==> src/rtl/button_event_ctrl_pkg.sv <==
`default_nettype none
// ============================================================================
// button_event_ctrl_pkg : shared debounce FSM state encoding and helpers
// Revision: 1.0
// ============================================================================
package button_event_ctrl_pkg;

  typedef enum logic [1:0] {
    ST_IDLE       = 2'd0,
    ST_DB_PRESS   = 2'd1,
    ST_HELD       = 2'd2,
    ST_DB_RELEASE = 2'd3
  } btn_state_e;

  // Debounced level is high while the button is considered down.
  function automatic logic is_level(input btn_state_e st);
    return (st == ST_HELD) || (st == ST_DB_RELEASE);
  endfunction

endpackage
`default_nettype wire

==> src/rtl/button_event_ctrl_if.sv <==
`default_nettype none
// ============================================================================
// button_event_ctrl_if : control inputs and event outputs of button_event_ctrl
// Revision: 1.0
// ============================================================================
interface button_event_ctrl_if #(
  parameter int N_BTN = 4
);
  logic             i_en;
  logic [N_BTN-1:0] i_repeat_en;
  logic [N_BTN-1:0] i_btn_raw;
  logic [N_BTN-1:0] o_btn_level;
  logic [N_BTN-1:0] o_press;
  logic [N_BTN-1:0] o_release;
  logic [N_BTN-1:0] o_long_press;
  logic [N_BTN-1:0] o_repeat_p;
  logic             o_event_any;

  modport master (
    output i_en, i_repeat_en, i_btn_raw,
    input  o_btn_level, o_press, o_release, o_long_press, o_repeat_p, o_event_any
  );

  modport slave (
    input  i_en, i_repeat_en, i_btn_raw,
    output o_btn_level, o_press, o_release, o_long_press, o_repeat_p, o_event_any
  );
endinterface
`default_nettype wire

==> src/rtl/button_event_ctrl_clock_divider.sv <==
`default_nettype none
// ============================================================================
// button_event_ctrl_clock_divider : one-cycle tick every DVSR clocks while enabled
// Revision: 1.0
// ============================================================================
module button_event_ctrl_clock_divider #(
  parameter int DVSR = 2000000
) (
  input  wire logic clk,
  input  wire logic rst_n,
  input  wire logic i_en,
  output logic      o_tick
);
  localparam int                 c_W    = $clog2(DVSR);
  localparam logic [c_W-1:0]     c_LAST = c_W'(DVSR - 1);

  logic [c_W-1:0] r_cnt;

  // Count restarts from zero whenever the block is disabled.
  always_ff @(posedge clk or negedge rst_n) begin
    if (!rst_n) begin
      r_cnt <= '0;
    end else if (!i_en || (r_cnt == c_LAST)) begin
      r_cnt <= '0;
    end else begin
      r_cnt <= r_cnt + 1'b1;
    end
  end

  assign o_tick = i_en && (r_cnt == c_LAST);
endmodule
`default_nettype wire

==> src/rtl/button_event_ctrl.sv <==
`default_nettype none
// ============================================================================
// button_event_ctrl : shared-timebase debounce and press/release/long/repeat events
// Revision: 1.0
// ============================================================================
module button_event_ctrl
  import button_event_ctrl_pkg::*;
#(
  parameter int N_BTN        = 4,
  parameter int DVSR         = 2000000,
  parameter int CNT_W        = 8,
  parameter int LONG_TICKS   = 50,
  parameter int REPEAT_TICKS = 10
) (
  input wire logic          clk,
  input wire logic          rst_n,
  button_event_ctrl_if.slave bus
);
  localparam logic [CNT_W-1:0] c_LONG = CNT_W'(LONG_TICKS);
  localparam logic [CNT_W-1:0] c_REP  = CNT_W'(REPEAT_TICKS);

  logic             w_tick;
  logic [N_BTN-1:0] r_sync1;
  logic [N_BTN-1:0] r_sync2;
  logic [N_BTN-1:0] w_level;
  logic [N_BTN-1:0] w_press_v;
  logic [N_BTN-1:0] w_release_v;
  logic [N_BTN-1:0] w_long_v;
  logic [N_BTN-1:0] w_rep_v;
  logic             r_event_any;

  button_event_ctrl_clock_divider #(
    .DVSR (DVSR)
  ) u_div (
    .clk    (clk),
    .rst_n  (rst_n),
    .i_en   (bus.i_en),
    .o_tick (w_tick)
  );

  always_ff @(posedge clk or negedge rst_n) begin
    if (!rst_n) begin
      r_sync1 <= '0;
      r_sync2 <= '0;
    end else begin
      r_sync1 <= bus.i_btn_raw;
      r_sync2 <= r_sync1;
    end
  end

  for (genvar i = 0; i < N_BTN; i++) begin : g_btn
    btn_state_e       r_state;
    btn_state_e       w_state_nxt;
    logic [CNT_W-1:0] r_hold;
    logic [CNT_W-1:0] w_hold_nxt;
    logic [CNT_W-1:0] r_rep;
    logic [CNT_W-1:0] w_rep_nxt;
    logic             w_s;
    logic             w_press;
    logic             w_release;
    logic             w_long;
    logic             w_repeat;
    logic             r_press;
    logic             r_release;
    logic             r_long;
    logic             r_repeat;

    assign w_s = r_sync2[i];

    always_ff @(posedge clk or negedge rst_n) begin
      if (!rst_n) begin
        r_state   <= ST_IDLE;
        r_hold    <= '0;
        r_rep     <= '0;
        r_press   <= 1'b0;
        r_release <= 1'b0;
        r_long    <= 1'b0;
        r_repeat  <= 1'b0;
      end else begin
        r_state   <= w_state_nxt;
        r_hold    <= w_hold_nxt;
        r_rep     <= w_rep_nxt;
        r_press   <= w_press;
        r_release <= w_release;
        r_long    <= w_long;
        r_repeat  <= w_repeat;
      end
    end

    always_comb begin
      w_state_nxt = r_state;
      w_hold_nxt  = r_hold;
      w_rep_nxt   = r_rep;
      w_press     = 1'b0;
      w_release   = 1'b0;
      w_long      = 1'b0;
      w_repeat    = 1'b0;
      if (!bus.i_en) begin
        w_state_nxt = ST_IDLE;
        w_hold_nxt  = '0;
        w_rep_nxt   = '0;
      end else if (w_tick) begin
        case (r_state)
          ST_IDLE: begin
            if (w_s) w_state_nxt = ST_DB_PRESS;
          end
          ST_DB_PRESS: begin
            if (w_s) begin
              w_state_nxt = ST_HELD;
              w_press     = 1'b1;
              w_hold_nxt  = '0;
              w_rep_nxt   = '0;
            end else begin
              w_state_nxt = ST_IDLE;
            end
          end
          ST_HELD: begin
            // Hold count saturates at the long-press point; repeat count takes over after it.
            if (!w_s) begin
              w_state_nxt = ST_DB_RELEASE;
            end else if (r_hold < c_LONG) begin
              w_hold_nxt = r_hold + 1'b1;
              w_long     = (r_hold == c_LONG - 1'b1);
            end else if (r_rep == c_REP - 1'b1) begin
              w_rep_nxt = '0;
              w_repeat  = bus.i_repeat_en[i];
            end else begin
              w_rep_nxt = r_rep + 1'b1;
            end
          end
          ST_DB_RELEASE: begin
            if (w_s) begin
              w_state_nxt = ST_HELD;
            end else begin
              w_state_nxt = ST_IDLE;
              w_release   = 1'b1;
            end
          end
          default: w_state_nxt = ST_IDLE;
        endcase
      end
    end

    assign w_level[i]     = is_level(r_state);
    assign w_press_v[i]   = r_press;
    assign w_release_v[i] = r_release;
    assign w_long_v[i]    = r_long;
    assign w_rep_v[i]     = r_repeat;
  end

  always_ff @(posedge clk or negedge rst_n) begin
    if (!rst_n) begin
      r_event_any <= 1'b0;
    end else begin
      r_event_any <= |(w_press_v | w_release_v | w_long_v | w_rep_v);
    end
  end

  assign bus.o_btn_level  = w_level;
  assign bus.o_press      = w_press_v;
  assign bus.o_release    = w_release_v;
  assign bus.o_long_press = w_long_v;
  assign bus.o_repeat_p   = w_rep_v;
  assign bus.o_event_any  = r_event_any;
endmodule
`default_nettype wire
==> src/flat_wrapper.sv <==
// flat-port wrapper written by rule: the top's interface ports become plain ports
module button_event_ctrl_flat import button_event_ctrl_pkg::*;
#(
  parameter int N_BTN        = 4,
  parameter int DVSR         = 2000000,
  parameter int CNT_W        = 8,
  parameter int LONG_TICKS   = 50,
  parameter int REPEAT_TICKS = 10
)
  (clk, rst_n, bus_i_en, bus_i_repeat_en, bus_i_btn_raw, bus_o_btn_level, bus_o_press, bus_o_release, bus_o_long_press, bus_o_repeat_p, bus_o_event_any);
  button_event_ctrl_if #(.N_BTN(N_BTN)) bus_i ();
  input wire logic clk;
  input wire logic rst_n;
  input wire logic [$bits(bus_i.i_en)-1:0] bus_i_en;
  input wire logic [$bits(bus_i.i_repeat_en)-1:0] bus_i_repeat_en;
  input wire logic [$bits(bus_i.i_btn_raw)-1:0] bus_i_btn_raw;
  output wire logic [$bits(bus_i.o_btn_level)-1:0] bus_o_btn_level;
  output wire logic [$bits(bus_i.o_press)-1:0] bus_o_press;
  output wire logic [$bits(bus_i.o_release)-1:0] bus_o_release;
  output wire logic [$bits(bus_i.o_long_press)-1:0] bus_o_long_press;
  output wire logic [$bits(bus_i.o_repeat_p)-1:0] bus_o_repeat_p;
  output wire logic [$bits(bus_i.o_event_any)-1:0] bus_o_event_any;
  assign bus_i.i_en = bus_i_en;
  assign bus_i.i_repeat_en = bus_i_repeat_en;
  assign bus_i.i_btn_raw = bus_i_btn_raw;
  assign bus_o_btn_level = bus_i.o_btn_level;
  assign bus_o_press = bus_i.o_press;
  assign bus_o_release = bus_i.o_release;
  assign bus_o_long_press = bus_i.o_long_press;
  assign bus_o_repeat_p = bus_i.o_repeat_p;
  assign bus_o_event_any = bus_i.o_event_any;
  button_event_ctrl #(.N_BTN(N_BTN), .DVSR(DVSR), .CNT_W(CNT_W), .LONG_TICKS(LONG_TICKS), .REPEAT_TICKS(REPEAT_TICKS)) u_core (.clk(clk), .rst_n(rst_n), .bus(bus_i));
endmodule
==> config.mk <==
export PLATFORM = sky130hd
export DESIGN_NAME = button_event_ctrl_flat
export DESIGN_NICKNAME = d
export VERILOG_FILES = /design/src/rtl/button_event_ctrl_pkg.sv /design/src/rtl/button_event_ctrl_if.sv /design/src/rtl/button_event_ctrl_clock_divider.sv /design/src/rtl/button_event_ctrl.sv /design/src/flat_wrapper.sv
export SDC_FILE = /design/constraint.sdc
export NUM_CORES = 1
export LEC_CHECK = 0
export CORE_UTILIZATION = 60
export DETAILED_ROUTE_END_ITERATION = 10
export GPL_TIMING_DRIVEN = 1
export HOLD_SLACK_MARGIN = 0.03
export PLACE_DENSITY = 0.8
export SETUP_SLACK_MARGIN = 0.15
export SLEW_MARGIN = 15
export SYNTH_ARGS = -nofsm -noshare
export SYNTH_HDL_FRONTEND = slang
export SYNTH_HIERARCHICAL = 1
export SYNTH_SLANG_ARGS = --single-unit
==> constraint.sdc <==
create_clock -name clk -period 8.1 [get_ports clk]
set_clock_uncertainty 0.1 [all_clocks]
set_input_delay 1.62 -clock clk [delete_from_list [all_inputs] [get_ports clk]]
set_output_delay 1.62 -clock clk [all_outputs]
set_load 0.005 [all_outputs]
; ---- Word level (Yosys, flattened, before mapping)
; Index checks and enable logic that the tools add are counted.
[totals]
wordCells = 275
input_bits = 11
n_memories = 0
romBits = 0
out_inout_bits = 21
latch_bits = 0
register_bits = 118
mem_bits_rw = 0
[op_classes]
mux = 149
eq_ne = 50
n_reduce_logical = 28
n_lt_le_gt_ge = 4
bitwise_logic = 3
n_shift = 0
div = 0
n_mul = 0
add_sub_neg = 9
[op_table]
columns = cell, n
row1 = 2-to-1 mux 8 bit, 40
row2 = case mux 8 bit (2 select lines), 8
row3 = 2-to-1 mux 1 bit, 76
row4 = adder 8 x 1 -> 8 bit (second input constant), 8
row5 = != test 3 x 2 -> 1 bit (second input constant), 16
row6 = 2-to-1 mux 2 bit, 20
row7 = AND reduction 5 bit, 8
row8 = == test 8 x 4 -> 1 bit (second input constant), 4
row9 = == test 8 x 6 -> 1 bit (second input constant), 4
row10 = less-than comparator 8 x 6 -> 1 bit (second input constant), 4
row11 = != test 3 bit (second input constant), 8
row12 = case mux 2 bit (3 select lines), 4
row13 = adder 21 x 1 -> 21 bit (second input constant), 1
row14 = == test 21 bit (second input constant), 1
row15 = 2-to-1 mux 21 bit, 1
row16 = == test 2 bit (second input constant), 8
row17 = != test 3 x 1 -> 1 bit (second input constant), 4
row18 = OR 4 bit, 3
row19 = AND reduction 3 bit, 4
row20 = == test 2 x 1 -> 1 bit (second input constant), 4
row21 = logical NOT 2 bit, 4
row22 = OR reduction 2 bit, 4
row23 = logical OR 1 bit, 5
row24 = OR reduction 4 bit, 1
row25 = 3 further kinds, 3

; ---- Longest topological paths before layout
; Gate-level depths: netlist of run 1.
[logic_depth]
depth_word = 7
ltp_mapped = 10
depth_no_buf = 9

; ---- By module
; Netlist of run 1, hierarchy kept.
[modules_own_cells]
columns = module, cells_per_inst, n_inst, area_per_inst_um2
row1 = button_event_ctrl, 505, 1, 4888.4
row2 = button_event_ctrl_clock_divider, 117, 1, 1171.1

; ---- Least setup slack after synthesis of run 1
; Ideal clock, no wire load.
[synth_path]
path_kind = input to register
start = input bus_i_en
end = register u_core.g_btn[3].r_rep[5]
t_arrival_ps = 3186
n_path_buf = 1
setup_time_ps = 101
slack_ps = 4714
cell_stages = 8
path_cell_list = inv_1 nor4_1 buf_2 nand2_1 or3_1 nor2_1 nand2_1 o32ai_1
[synth_via]
elab_chain_len = 3
[synth_lines]
columns = item, line
row1 = "start, declared", flat_wrapper.sv:14  ; input wire logic [$bits(bus_i.i_en)-1:0] bus_i_en;
row2 = logical AND 1 bit, button_event_ctrl_clock_divider.sv:30  ; assign o_tick = i_en && (r_cnt == c_LAST);
row3 = via u_core.w_tick, button_event_ctrl.sv:22  ; logic w_tick;
row4 = != test 2 x 1 -> 1 bit (no source line), n/a
row5 = AND reduction 5 bit (no source line), n/a
row6 = "end signal, assigned", button_event_ctrl.sv:82  ; r_rep <= w_rep_nxt;
row7 = "end, declared", button_event_ctrl.sv:56  ; logic [CNT_W-1:0] r_rep;
; The timed path passes the listed nets, and every way through them passes these cells.
; A chain may end at the register's enable or synchronous reset.

; ---- Worst setup path in the final report of run 1
[layout_path]
start = input bus_i_en
end = register u_core.g_btn[1].r_rep[4]
[layout_via]
elab_chain_len = 3
[layout_lines]
columns = item, line
row1 = logical AND 1 bit, button_event_ctrl_clock_divider.sv:30
row2 = via u_core.w_tick, button_event_ctrl.sv:22
row3 = != test 2 x 1 -> 1 bit (no source line), n/a
row4 = AND reduction 5 bit (no source line), n/a
row5 = "end signal, assigned", button_event_ctrl.sv:82
row6 = "end, declared", button_event_ctrl.sv:56
; The timed path passes the listed nets, and every way through them passes these cells.

==> results of run 1 <==
registers in the layout, indices dropped and copies added (netlist names):
signal / count
u_core/g_btn.r_hold: 32
u_core/g_btn.r_repeat: 4
u_core/r_sync2: 4
u_core/bus.o_event_any: 1
u_core/r_sync1: 4
u_core/g_btn.r_state: 8
u_core/g_btn.r_long: 4
u_core/u_div/r_cnt: 21
u_core/g_btn.r_press: 4
u_core/g_btn.r_rep: 32
u_core/g_btn.r_release: 4
kinds of logic (layout without fill, tap and decap cells):
kind of cell             after synthesis  count (layout)
AO/OA/AOI/OAI                        121             121
AND/OR/NAND/NOR                      274             274
multiplexers                           4               4
adder cells (fa/ha/maj)               17              17
XOR/XNOR                              29              29
flip-flops                           118             118
buffers and inverters                 59              89
cell usage in the layout (no fill, tap or decap), types with 6 or more instances in the layout:
master and count:
nor4_1 9, nand3b_1 7, clkdlybuf4s50_1 30, o21ai_1 17, clkbuf_8 6, nand2_1 51, xnor2_1 17, o21ai_0 29
nor3_1 14, nor2_1 65, clkbuf_16 16, and3_1 13, nor2b_1 8, dfrtp_1 118, inv_1 23, nand3_1 38
nand2b_1 12, a21oi_1 25, ha_1 17, o31ai_1 15, nand4_1 12, xor2_1 12, or3_1 7
final cells by class:
class / instances / area, um^2
clock inverter: 8 / 168
timing repair buffer: 34 / 330
fill: 702 / 2790
tap: 133 / 166
sequential: 118 / 2950
clock buffer: 23 / 487
inverter: 24 / 90.1
multi-input combinational: 445 / 2790
stage by stage:
step | cells | utilization [%] | hold slack [ns]
after floorplan | 622 | - | 0.231
after global placement | 754 | 64.8 | 0.234
after detailed placement | 754 | 64.8 | 0.240
after CTS | 785 | 71.5 | 0.253
after global routing | 785 | 71.5 | 0.261
final | 785 | 71.5 | 0.250
power groups by stage:
stage	Sequential [W]	Clock, W	Combinational [W]
4_1_cts	0.000597	0.000832	0.0000336
3_5_place_dp	0.000607	0	0.0000333
5_1_grt	0.000597	0.000862	0.0000374
3_3_place_gp	0.000607	0	0.0000324
2_1_floorplan	0.000607	0	0.0000138
6_report	0.000597	0.000825	0.0000328
worst paths after layout:
| path | start | endpoint |
|---|---|---|
| worst max-delay path | bus_i_en | u_core/g_btn[1].r_rep[4] |
| worst min-delay path | u_core/r_sync1[2] | u_core/r_sync2[2] |
| worst max register to register | u_core/u_div/r_cnt[0] | u_core/g_btn[1].r_rep[4] |
| worst min register to register | u_core/r_sync1[2] | u_core/r_sync2[2] |
| max in group asynchronous | rst_n | u_core/u_div/r_cnt[9] |
| min in group asynchronous | rst_n | u_core/g_btn[2].r_rep[7] |
metal layers:
layer  share of wire [%]  track usage, %  up-vias
met5                   0               0        -
met4                 1.8            11.3        0
li1                    -               -     2253
met2                  51            44.9      126
met1                  43            33.3     2373
met3                 4.1            6.37       24
critical path: stages:
cell,delay (ns)
clkdlybuf4s50_1,0.47
buf_4,0.28
inv_1,0.13
nor4_2,0.28
buf_4,0.28
nand2_1,0.13
o21ai_2,0.25
o21ai_2,0.17
or2_1,0.37
o31ai_1,0.27
==> key figures, run 1 <==
Job
  • Max cap viols: 0

Worst setup path
  • CP max FO: 22
  • CP Launch Type: primary input
  • Setup CP Type: in -> reg
  • WP data arrival: 4.26 ns
  • R2r worst-path depth: 10
  • FF-to-FF setup slack: 4.97 ns
  • Worst Setup End Kind: flip-flop
  • Critical Path RT: 8.40 ns

Routing
  • Pre-antenna DRT Iters: 5
  • Final ANT Viol Nets: 0
  • Routed via count: 4776
  • Final wirelength: 12900 um
  • Drt first-iter violations: around 300
  • Remaining DRCs: 0
  • Avg WL per Cell: 16.4 um
  • DR vias/cell: around 6

Yosys
  • Sequential element share of the synthesized area: 48.7%
  • Yosys top cell area share: 48.7%
  • Yosys Warn Count: 6
  • Commonest cells in the netlist: 118 x dfrtp_1, 65 x nor2_1, 51 x nand2_1
  • Post-synth EDFFs: 0
  • Synth Area in Compound Gates: 12.9%
  • Synth Cell Area: 6060 um^2
  • Avg Cell Area, Syn: approximately 10 um^2
  • Adder-Cell Fraction of Synth Area: under 10%
  • Largest family of logic cells by synthesized area: simple AND/OR/NAND/NOR gates
  • Gate Count Post-Synth: a little over 600
  • Most numerous cell in the Yosys netlist: dfrtp_1
  • Net count after synthesis: 650
  • Async set-or-reset flop fraction in the synthesized netlist: 100%
  • Synth top area cells: dfrtp_1 49%, nor2_1 4.0%, ha_1 3.5%
  • Main flop type after synthesis: dfrtp_1
  • Simple-gate area share of the yosys netlist: between 20% and 30%
  • Xor and xnor area share after synthesis: under 10%
  • Distinct cell type count after synthesis: 66
  • Mux share of post-synthesis cell area: 0.702%
  • Yosys reg bits: 118
  • Largest area contributor in the netlist: dfrtp_1

Min path
  • Hold Path Stages: 0
  • Hold Crit Class: reg -> reg

Power and ir drop
  • Comb pwr share: 2.3%
  • Worst ir drop on vdd: about 160 uV
  • Static Leakage: about 3.0 nW
  • Sw power: 0.000284 W
  • Internal power: 0.00117 W
  • Power per cell area: roughly 210 nW/um^2
  • Reg power frac: 41.1%
  • Clock power frac: 56.7%
  • Total power draw: 0.00145 W
  • Switch share: 19.5%

Floorplan
  • I/O Pins: 32
  • Row cnt: 36
  • Core Area: roughly 9800 um^2
  • Die footprint: 10500 um^2
  • DIE WIDTH: 102 um
  • Die height: slightly above 100 um
  • Initial core utilization: 62.0%

GRT
  • Total GRT Usage: between 20 and 30%
  • Antenna violations before repair: 0
  • Total grt overflow: 0
  • Largest net degree at the start of global routing: 84
  • Number of global-route vias before repair: 4575
  • Global-route wire length before repair: 21500 um

Clock network
  • Worst skew pair latency: 0.51 ns
  • Post_cts resized: 0
  • Postcts setup bufs: 0
  • Clock Sinks: 118
  • CTS clk-pin slew, worst paths: 0.05 ns
  • # hold bufs at CTS: 0
  • H-tree depth: 4
  • Inserted Clock Buffers: 17
  • CTS tree: yes
  • Root Driver: clkbuf_8
  • Clock Path Buffers: 2

Layout
  • Fin nets: 668
  • Layout cells sized above 1: between 8 and 9%
  • Fin area: roughly 7000 um^2
  • Area added between synthesis and finish: 15.3%
  • Ant diodes: 0

Timing
  • Setup_tns: 0 ns
  • Slew @ Worst Pin: 1.01 ns
  • Worst setup margin: 4.14 ns
  • Final period util: 48.9%
  • Unrepaired setup endpoints after global routing: no
  • Post-layout min period: 3.96 ns
  • Final Hold Vio Count: 0
  • Fmax: 253 MHz
  • Max-slew violations: 0
  • Worst slew margin: 32.6%
  • Final setup viols: 0

Placement
  • Post-DP Area: 6330 um^2
  • Input/output buffers: 31
  • GP Congestion: around 0.87
  • Hpwl dp: slightly above 8000 um
  • Pre-CTS WS: 3.63 ns

Status
  • Outcome: completed
Note: power is estimated with default switching activity, not from simulation.
==> run 2: changes to the inputs <==
- clock period: 8.1 -> 4 ns (I/O delays scaled with it)
==> key figures, run 2 (synthesis gave the netlist of run 1 again) <==
Status
  • Outcome: completed

Floorplan
  • Row cnt: 36
  • DIE WIDTH: about 100 um
  • Die footprint: 10500 um^2
  • Core Area: 9770 um^2
  • Die height: 102 um
  • Initial core utilization: 62.0%
  • I/O Pins: 32

Power and ir drop
  • Static Leakage: 2.92 nW
  • Power per cell area: 389 nW/um^2
  • Total power draw: ~0.0027 W
  • Worst ir drop on vdd: approximately 320 uV

Timing
  • Post-layout min period: 3.06 ns
  • WHS: about 0.25 ns
  • Worst setup margin: roughly 0.94 ns
  • Fmax: 326 MHz
  • Setup_tns: 0 ns
  • Slew @ Worst Pin: 0.932 ns
  • Final Hold Vio Count: 0
  • Final period util: 76.6%
  • Unrepaired setup endpoints after global routing: no
  • Max-slew violations: 0
  • Final setup viols: 0
  • Worst slew margin: between 30% and 40%

Layout
  • Most frequent cells in the layout: 118 x dfrtp_1, 65 x nor2_1, 51 x nand2_1
  • Fin nets: 668
  • Largest registers: u_core/g_btn.r_hold: 32 flops, u_core/g_btn.r_rep: 32 flops, u_core/u_div/r_cnt: 21 flops
  • Final core utilization: 70.6%
  • Most common cell after layout, fill and taps aside: dfrtp_1
  • Area added between synthesis and finish: 13.8%
  • Ant diodes: 0
  • Layout cells sized above 1: under 10%

Clock network
  • Root Driver: clkbuf_8
  • CTS clk-pin slew, worst paths: 0.05 ns
  • Inserted Clock Buffers: 17
  • H-tree depth: 4
  • Worst skew pair latency: 0.51 ns
  • Post_cts resized: 0
  • CTS tree: yes
  • Clock Sinks: 118
  • # hold bufs at CTS: 0
  • Postcts setup bufs: 0
  • Clock Path Buffers: 2

Worst setup path
  • Critical Path RT: 4.32 ns
  • FF-to-FF setup slack: 0.94 ns
  • CP Launch Type: flip-flop
  • Worst r2r src: u_core/u_div/r_cnt[0]
  • Worst path bufs/invs: 1
  • Worst Setup End Kind: flip-flop
  • Crit path top cell by count: o21ai_2
  • Setup CP Type: reg -> reg
  • CP max FO: 21
  • CP Cell Sequence: ha_1, nand4_2, nand2b_4, nor4_2, buf_4, nand2_1, o21ai_2, o21ai_2, or2_1, o31ai_1
  • R2r worst-path depth: 10
  • Family with the most delay on the worst path: simple AND/OR/NAND/NOR gates
  • Slowest stage delay, CP: 0.45 ns
  • Capturing point of the worst reg2reg path: u_core/g_btn[1].r_rep[7]
  • CP max stage cell: dfrtp_1
  • WP data arrival: roughly 3.4 ns

Placement
  • GP Congestion: ~0.85
  • Pre-CTS WS: 0.629 ns
  • Hpwl dp: 8100 um
  • Input/output buffers: 31

GRT
  • Antenna violations before repair: 0
  • Total GRT Usage: 25.3%
  • Number of global-route vias before repair: ~4500
  • Largest net degree at the start of global routing: 76
  • Total grt overflow: 0
  • Global-route wire length before repair: 20400 um

Routing
  • Remaining DRCs: 0
  • Final wirelength: 12200 um
  • Avg WL per Cell: approximately 16 um
  • Routed via count: 4697
  • Final ANT Viol Nets: 0
  • Pre-antenna DRT Iters: 5
  • Drt first-iter violations: 268
  • DR vias/cell: 5.98

Min path
  • Hold Crit Class: reg -> reg
  • Min-Delay Startpoint: u_core/r_sync1[1]
  • Worst Hold Endpoint: u_core/r_sync2[1]
  • Hold Path Stages: 0

Job
  • Max cap viols: 0
==> run 2: routing by layer <==
metal / track usage, % / up-vias / share of wire (%) / wire, um
met5: 0 / - / 0 / 0
met4: 11.5 / 0 / 1.9 / 227
met3: 6.44 / 22 / 5.1 / 621
met2: 41.8 / 140 / 50 / 6110
met1: 31.2 / 2295 / 43 / 5270
li1: - / 2240 / - / -
==> run 2: worst register-to-register path, cell delays in order, from the launching register on <==
cell      delay [ns]
dfrtp_1         0.45
ha_1            0.26
nand4_2         0.24
nand2b_4        0.23
nor4_2          0.22
buf_4           0.28
nand2_1         0.15
o21ai_2         0.26
o21ai_2         0.17
or2_1           0.36
o31ai_1         0.26
==> run 2: through the flow <==
step | cells | area (um^2)
finish | 785 | 6900
detailed placement | 754 | 6340
global route | 785 | 6900
CTS | 785 | 6900
global placement | 754 | 6340
floorplan | 622 | 6060
==> run 2: how the worst max path moves through the flow <==
stage	cells past startpoint	to	startpoint	slack, ns
finish	10	u_core/g_btn[1].r_rep[7]	u_core/u_div/r_cnt[0]	0.94
global route	10	u_core/g_btn[1].r_rep[3]	u_core/u_div/r_cnt[0]	0.66
CTS	10	u_core/g_btn[1].r_rep[7]	u_core/u_div/r_cnt[0]	0.94
detailed placement	9	u_core/g_btn[1].r_rep[7]	bus_i_en	0.63
global placement	9	u_core/g_btn[1].r_rep[3]	bus_i_en	0.81
floorplan	10	u_core/g_btn[3].r_rep[5]	u_core/u_div/r_cnt[0]	1.29
==> run 2: final cells by class <==
class | instances | area, um^2
timing repair buffer | 34 | 343
clock inverter | 10 | 105
inverter | 24 | 90.1
clock buffer | 21 | 449
fill | 736 | 2880
sequential | 118 | 2950
multi-input combinational | 445 | 2790
tap | 133 | 166
==> run 2: report_power, final <==
group          total [W]  internal, W  switching, W
clock network    0.00141     0.000906      0.000499
registers        0.00121      0.00120    0.00000841
logic          0.0000668    0.0000191     0.0000477
==> run 3: changes to the inputs <==
- CORE_UTILIZATION: 60 -> 54
- PLACE_DENSITY: 0.8 -> 0.76
- clock period: 4 -> 2.7 ns (I/O delays scaled with it)
==> key figures, run 3 (synthesis gave the netlist of run 1 again) <==
Worst setup path
  • FF-to-FF setup slack: 0.16 ns
  • Setup CP Type: reg -> reg
  • Critical Path RT: 3.02 ns
  • Worst Setup End Kind: flip-flop
  • CP Launch Type: flip-flop
  • WP data arrival: 2.86 ns
  • Worst r2r src: u_core/u_div/r_cnt[7]
  • CP max FO: 7
  • Capturing point of the worst reg2reg path: u_core/g_btn[2].r_rep[6]
  • R2r worst-path depth: 10

Placement
  • GP Congestion: 0.873
  • Input/output buffers: 31
  • Hpwl dp: slightly below 9000 um
  • Placed insts: approximately 800
  • Pre-CTS WS: -0.167 ns

GRT
  • Antenna violations before repair: 0
  • Met2 Use GR: between 40% and 50%
  • Total GRT Usage: 25.2%
  • Met1 Usage GRT: 31.8%
  • Gr busiest metal: met2
  • Largest net degree at the start of global routing: 42
  • GR Util met3: 8.50%
  • Total grt overflow: 0
  • Number of global-route vias before repair: between 4000 and 5000
  • Global-route wire length before repair: 22600 um

Routing
  • Final wirelength: between 10000 and 15000 um
  • Drt first-iter violations: 410
  • Pre-antenna DRT Iters: 5
  • DR vias/cell: 5.83
  • Avg WL per Cell: 16.2 um
  • Routed via count: 4916
  • Final ANT Viol Nets: 0
  • Remaining DRCs: 0

Timing
  • Max-slew violations: 0
  • Final Hold Vio Count: 0
  • Slew @ Worst Pin: 0.569 ns
  • Worst slew margin: between 60% and 70%
  • Worst setup margin: 0.162 ns
  • Final period util: between 90% and 100%
  • WHS: 0.248 ns
  • Final setup viols: 0
  • Post-layout min period: 2.54 ns
  • Fmax: approximately 390 MHz
  • Unrepaired setup endpoints after global routing: yes

Floorplan
  • Core Area: 10900 um^2
  • I/O Pins: 32
  • Die footprint: ~12000 um^2
  • Row cnt: 38
  • DIE WIDTH: ~110 um
  • Initial core utilization: 55.7%
  • Die height: approximately 110 um

Min path
  • Hold Crit Class: reg -> reg
  • Hold Path Stages: 0
  • Worst Hold Endpoint: u_core/r_sync2[0]
  • Min-Delay Startpoint: u_core/r_sync1[0]

Layout
  • Final core utilization: 69.2%
  • Most frequent cells in the layout: 118 x dfrtp_1, 63 x nor2_1, 48 x nand2_1
  • Area added between synthesis and finish: 24.3%
  • Fin nets: 718
  • Ant diodes: 0
  • Largest registers: u_core/g_btn.r_hold: 32 flops, u_core/g_btn.r_rep: 32 flops, u_core/u_div/r_cnt: 21 flops
  • Most common cell after layout, fill and taps aside: dfrtp_1
  • Final cell count without fillers: 843
  • Layout cells sized above 1: 18.8%

Power and ir drop
  • Worst ir drop on vdd: ~540 uV
  • Total power draw: between 0.003 and 0.004 W
  • Power per cell area: around 530 nW/um^2
  • Static Leakage: 3.23 nW

Clock network
  • Inserted Clock Buffers: 17
  • CTS tree: yes
  • Clock Sinks: 118
  • CTS clk-pin slew, worst paths: around 0.050 ns
  • Clock Path Buffers: 2
  • Worst skew pair latency: around 0.53 ns
  • H-tree depth: 4
  • Root Driver: clkbuf_8

Status
  • Outcome: completed

Job
  • Max cap viols: 0
[run 3: metal layers]
metal | part of all wire, % | vias to the layer above
li1 | - | 2345
met1 | 44 | 2409
met2 | 50 | 150
met3 | 5.2 | 12
met4 | 0.86 | 0
met5 | 0 | -
[run 3: how the worst max path moves through the flow]
stage	startpoint	endpoint	depth (start not counted)	slack, ns
after detailed placement	bus_i_en	u_core/g_btn[3].r_rep[6]	9	-0.17
final	u_core/u_div/r_cnt[7]	u_core/g_btn[2].r_rep[6]	10	0.16
after global placement	bus_i_en	u_core/g_btn[3].r_hold[4]	11	-0.07
after global routing	u_core/u_div/r_cnt[7]	u_core/g_btn[2].r_rep[6]	10	0.05
after CTS	u_core/u_div/r_cnt[8]	u_core/g_btn[3].r_hold[4]	11	0.16
after floorplan	u_core/u_div/r_cnt[0]	u_core/g_btn[3].r_rep[5]	10	0.18
[run 3: through the flow]
stage,TNS [ns],cell area [um^2]
final,0,7530
after CTS,0,7320
after global routing,0,7530
after detailed placement,-2.76,6700
after floorplan,0,6090
after global placement,-0.914,6700
[run 3: layout make-up]
cell class                 instances  area [um^2]
clock buffer                      30          533
clock inverter                     2         10.0
fill                             779         3360
inverter                          24         90.1
multi-input combinational        445         3030
sequential                       118         2950
tap                              140          175
timing repair buffer              84          742
[run 3: critical path, stage by stage (launching register included)]
cell and delay, ns:
dfrtp_1 0.39, nor4bb_1 0.30, nand2_1 0.18, nor4_4 0.32
buf_6 0.17, buf_12 0.11, nand2_2 0.07, o21ai_4 0.22
nand4_1 0.15, buf_6 0.19, o31ai_1 0.24
[run 3: repair_timing]
item,in CTS,in global routing
resized for setup,6,47
pin swaps,7,13
hold buffers,1,0
endpoints found under the setup margin,22,38
hold endpoints to repair,38,0
setup buffers,4,2
gates cloned,1,0
[run 3: report_power, final]
| group | switching (W) | internal (W) |
|---|---|---|
| logic | 0.0000872 | 0.0000501 |
| registers | 0.00000816 | 0.00178 |
| clock network | 0.000739 | 0.00130 |
| total | 0.000835 | 0.00313 |
==> RTL edit: new RTL, flow settings as in run 2 <==
`N_BTN` is set to 4 in 3 places; all go to 8.
--- a/src/rtl/button_event_ctrl_if.sv
+++ b/src/rtl/button_event_ctrl_if.sv
@@ -5,5 +5,5 @@
 // ============================================================================
 interface button_event_ctrl_if #(
-  parameter int N_BTN = 4
+  parameter int N_BTN = 8
 );
   logic             i_en;
--- a/src/rtl/button_event_ctrl.sv
+++ b/src/rtl/button_event_ctrl.sv
@@ -7,5 +7,5 @@
   import button_event_ctrl_pkg::*;
 #(
-  parameter int N_BTN        = 4,
+  parameter int N_BTN        = 8,
   parameter int DVSR         = 2000000,
   parameter int CNT_W        = 8,
--- a/src/flat_wrapper.sv
+++ b/src/flat_wrapper.sv
@@ -2,5 +2,5 @@
 module button_event_ctrl_flat import button_event_ctrl_pkg::*;
 #(
-  parameter int N_BTN        = 4,
+  parameter int N_BTN        = 8,
   parameter int DVSR         = 2000000,
   parameter int CNT_W        = 8,
Ports: changed (7 resized); port bits go from 32 to 60. The function was not compared with the original's and may differ.
==> RTL edit against run 2 <==
  * Power is 73% higher
  * Sequential cell count up 96
  * Wire length up 110%
  * Worst setup slack worse by 0.15 ns
  * Synthesized area up 97%
  * Design area is 92% higher
  * Sequential share of layout area decreased by 2.4 points
  * Combinational power rose by 100%
  * Largest cell class is now multi-input gates
  * Largest power group unchanged
==> RTL edit: results (changes against run 2) <==
[status]
outcome = finished, final reports clean

[drt]
firstDrtPassIters = 6  ; +1
post_drt_wl_per_cell_um = 17.4  ; +12%
drt_iter0_drc = 774  ; +190%
via_per_inst = 6.32  ; +5.6%

[logic_synthesis]
synthDistinctLibCells = 95  ; +44%
yosys_warnings = 6  ; unchanged
netlist_top_cells_count = 214 x dfrtp_1, 91 x nand2_1, 69 x nand3_1
synth_area_leaders = dfrtp_1 45%, ha_1 3.5%, nand3_1 2.9%
yosysSeqAreaShare = 0.448  ; -0.0391
synth_async_sr_flop_share = 1.00  ; unchanged

[placed_design]
placed_area_mm2 = 0.0124  ; +96%
globalplace.congestion = 0.946  ; +11%
place.port_buffers = 59  ; +90%
hpwl_um = 17700  ; +120%

[worst_setup_path]
path_max_fanout = 43  ; +100%
worstPathArrival_ns = 3.50  ; +0.12 ns
ff2ff_path_depth = 9  ; -1

[cts]
h-tree-depth = 1  ; -3
ctsLongestPathBuffers = 3  ; +1
cts-root-buf = clkbuf_16
numCtsBuffers = 23  ; +6
cts_setup_buffers = 0  ; unchanged

[pwr]
peakVddDrop_mv = 0.347  ; +9.5%
p_leak_uw = 0.00548  ; +88%

[final_layout]
reg_top3 = u_core/g_btn.r_hold: 64 flops, u_core/g_btn.r_rep: 64 flops, u_core/u_div/r_cnt: 21 flops
fillers = 1442  ; +96%
drive_above_1_share = 0.0885  ; +0.00565
nets = 1269  ; +90%

[global_routing]
grt_pass1_wl_um = 43300  ; +110%
grt_max_degree = 121  ; +59%
grt_util_all_layers = 0.260  ; +0.00736
grt_pass1_vias = 8895  ; +96%

[timing]
max-slew-margin-rel = 0.359  ; -0.0195

[min_path]
hold_path_class = primary input to asynchronous set/reset pin

## RTL edit: metrics by stage
step | std cells | utilization | hold WS, ns | worst slack [ns] | power, uW
finish | 1497 | 0.682 | 0.223 | 0.783 | 4630
CTS | 1497 | 0.682 | 0.252 | 0.850 | 4680
floorplan | 1210 | - | 0.231 | 1.17 | 2280
detailed placement | 1457 | 0.639 | 0.239 | 0.895 | 2370
global route | 1497 | 0.682 | 0.253 | 0.632 | 4790
global placement | 1457 | 0.639 | 0.236 | 0.971 | 2360
## RTL edit: worst max-delay path, stage by stage, from the launching register on
cell and delay, ns:
dfrtp_1 0.41, ha_1 0.22, and4_2 0.31, nand4_1 0.20
nor3_2 0.27, buf_12 0.24, and2_1 0.34, and2_0 0.40
nand3_1 0.21, o32ai_1 0.37
## RTL edit: cell families (layout without fill, tap and decap cells)
family	after synthesis	in the layout	synth area share
flops	214	214	0.448
fa+ha+maj	33	33	0.0346
xor+xnor	24	24	0.0176
compound gates	301	301	0.188
mux	12	12	0.0101
buf+inv	142	164	0.0607
simple gates	484	484	0.241
## RTL edit: final timing paths
path | end | slack, ns
hold reg to reg | u_core/r_sync2[6]$_DFF_PN0_ | 0.25
min in group clk | u_core/r_sync2[6]$_DFF_PN0_ | 0.25
setup reg to reg | u_core/g_btn[3].r_rep[4]$_DFFE_PN0P_ | 0.78
max in group asynchronous | u_core/u_div/r_cnt[10]$_DFF_PN0_ | 2.64
setup / recovery | u_core/g_btn[3].r_rep[4]$_DFFE_PN0P_ | 0.78
hold / removal | u_core/g_btn[6].r_rep[4]$_DFFE_PN0P_ | 0.22
## RTL edit: layout make-up
type,instances,area (um^2),share of cell area
inverter,56,210,0.0158
sequential,214,5360,0.404
tap,265,332,0.0250
multi-input combinational,854,5870,0.443
clock inverter,12,193,0.0145
timing repair buffer,68,671,0.0506
clock buffer,28,634,0.0478
## RTL edit: routing by layer
metal  vias to the layer above  global-route usage  share of wire
li1                       4519                   -              -
met2                       278               0.426           0.47
met5                         -                   0              0
met3                        38              0.0339          0.057
met1                      4625               0.363           0.45
met4                         0              0.0707          0.018
## RTL edit: where the power goes
group	switching, uW	internal (uW)
registers	13.1	2180
logic	96.3	38.9
clock network	861	1450
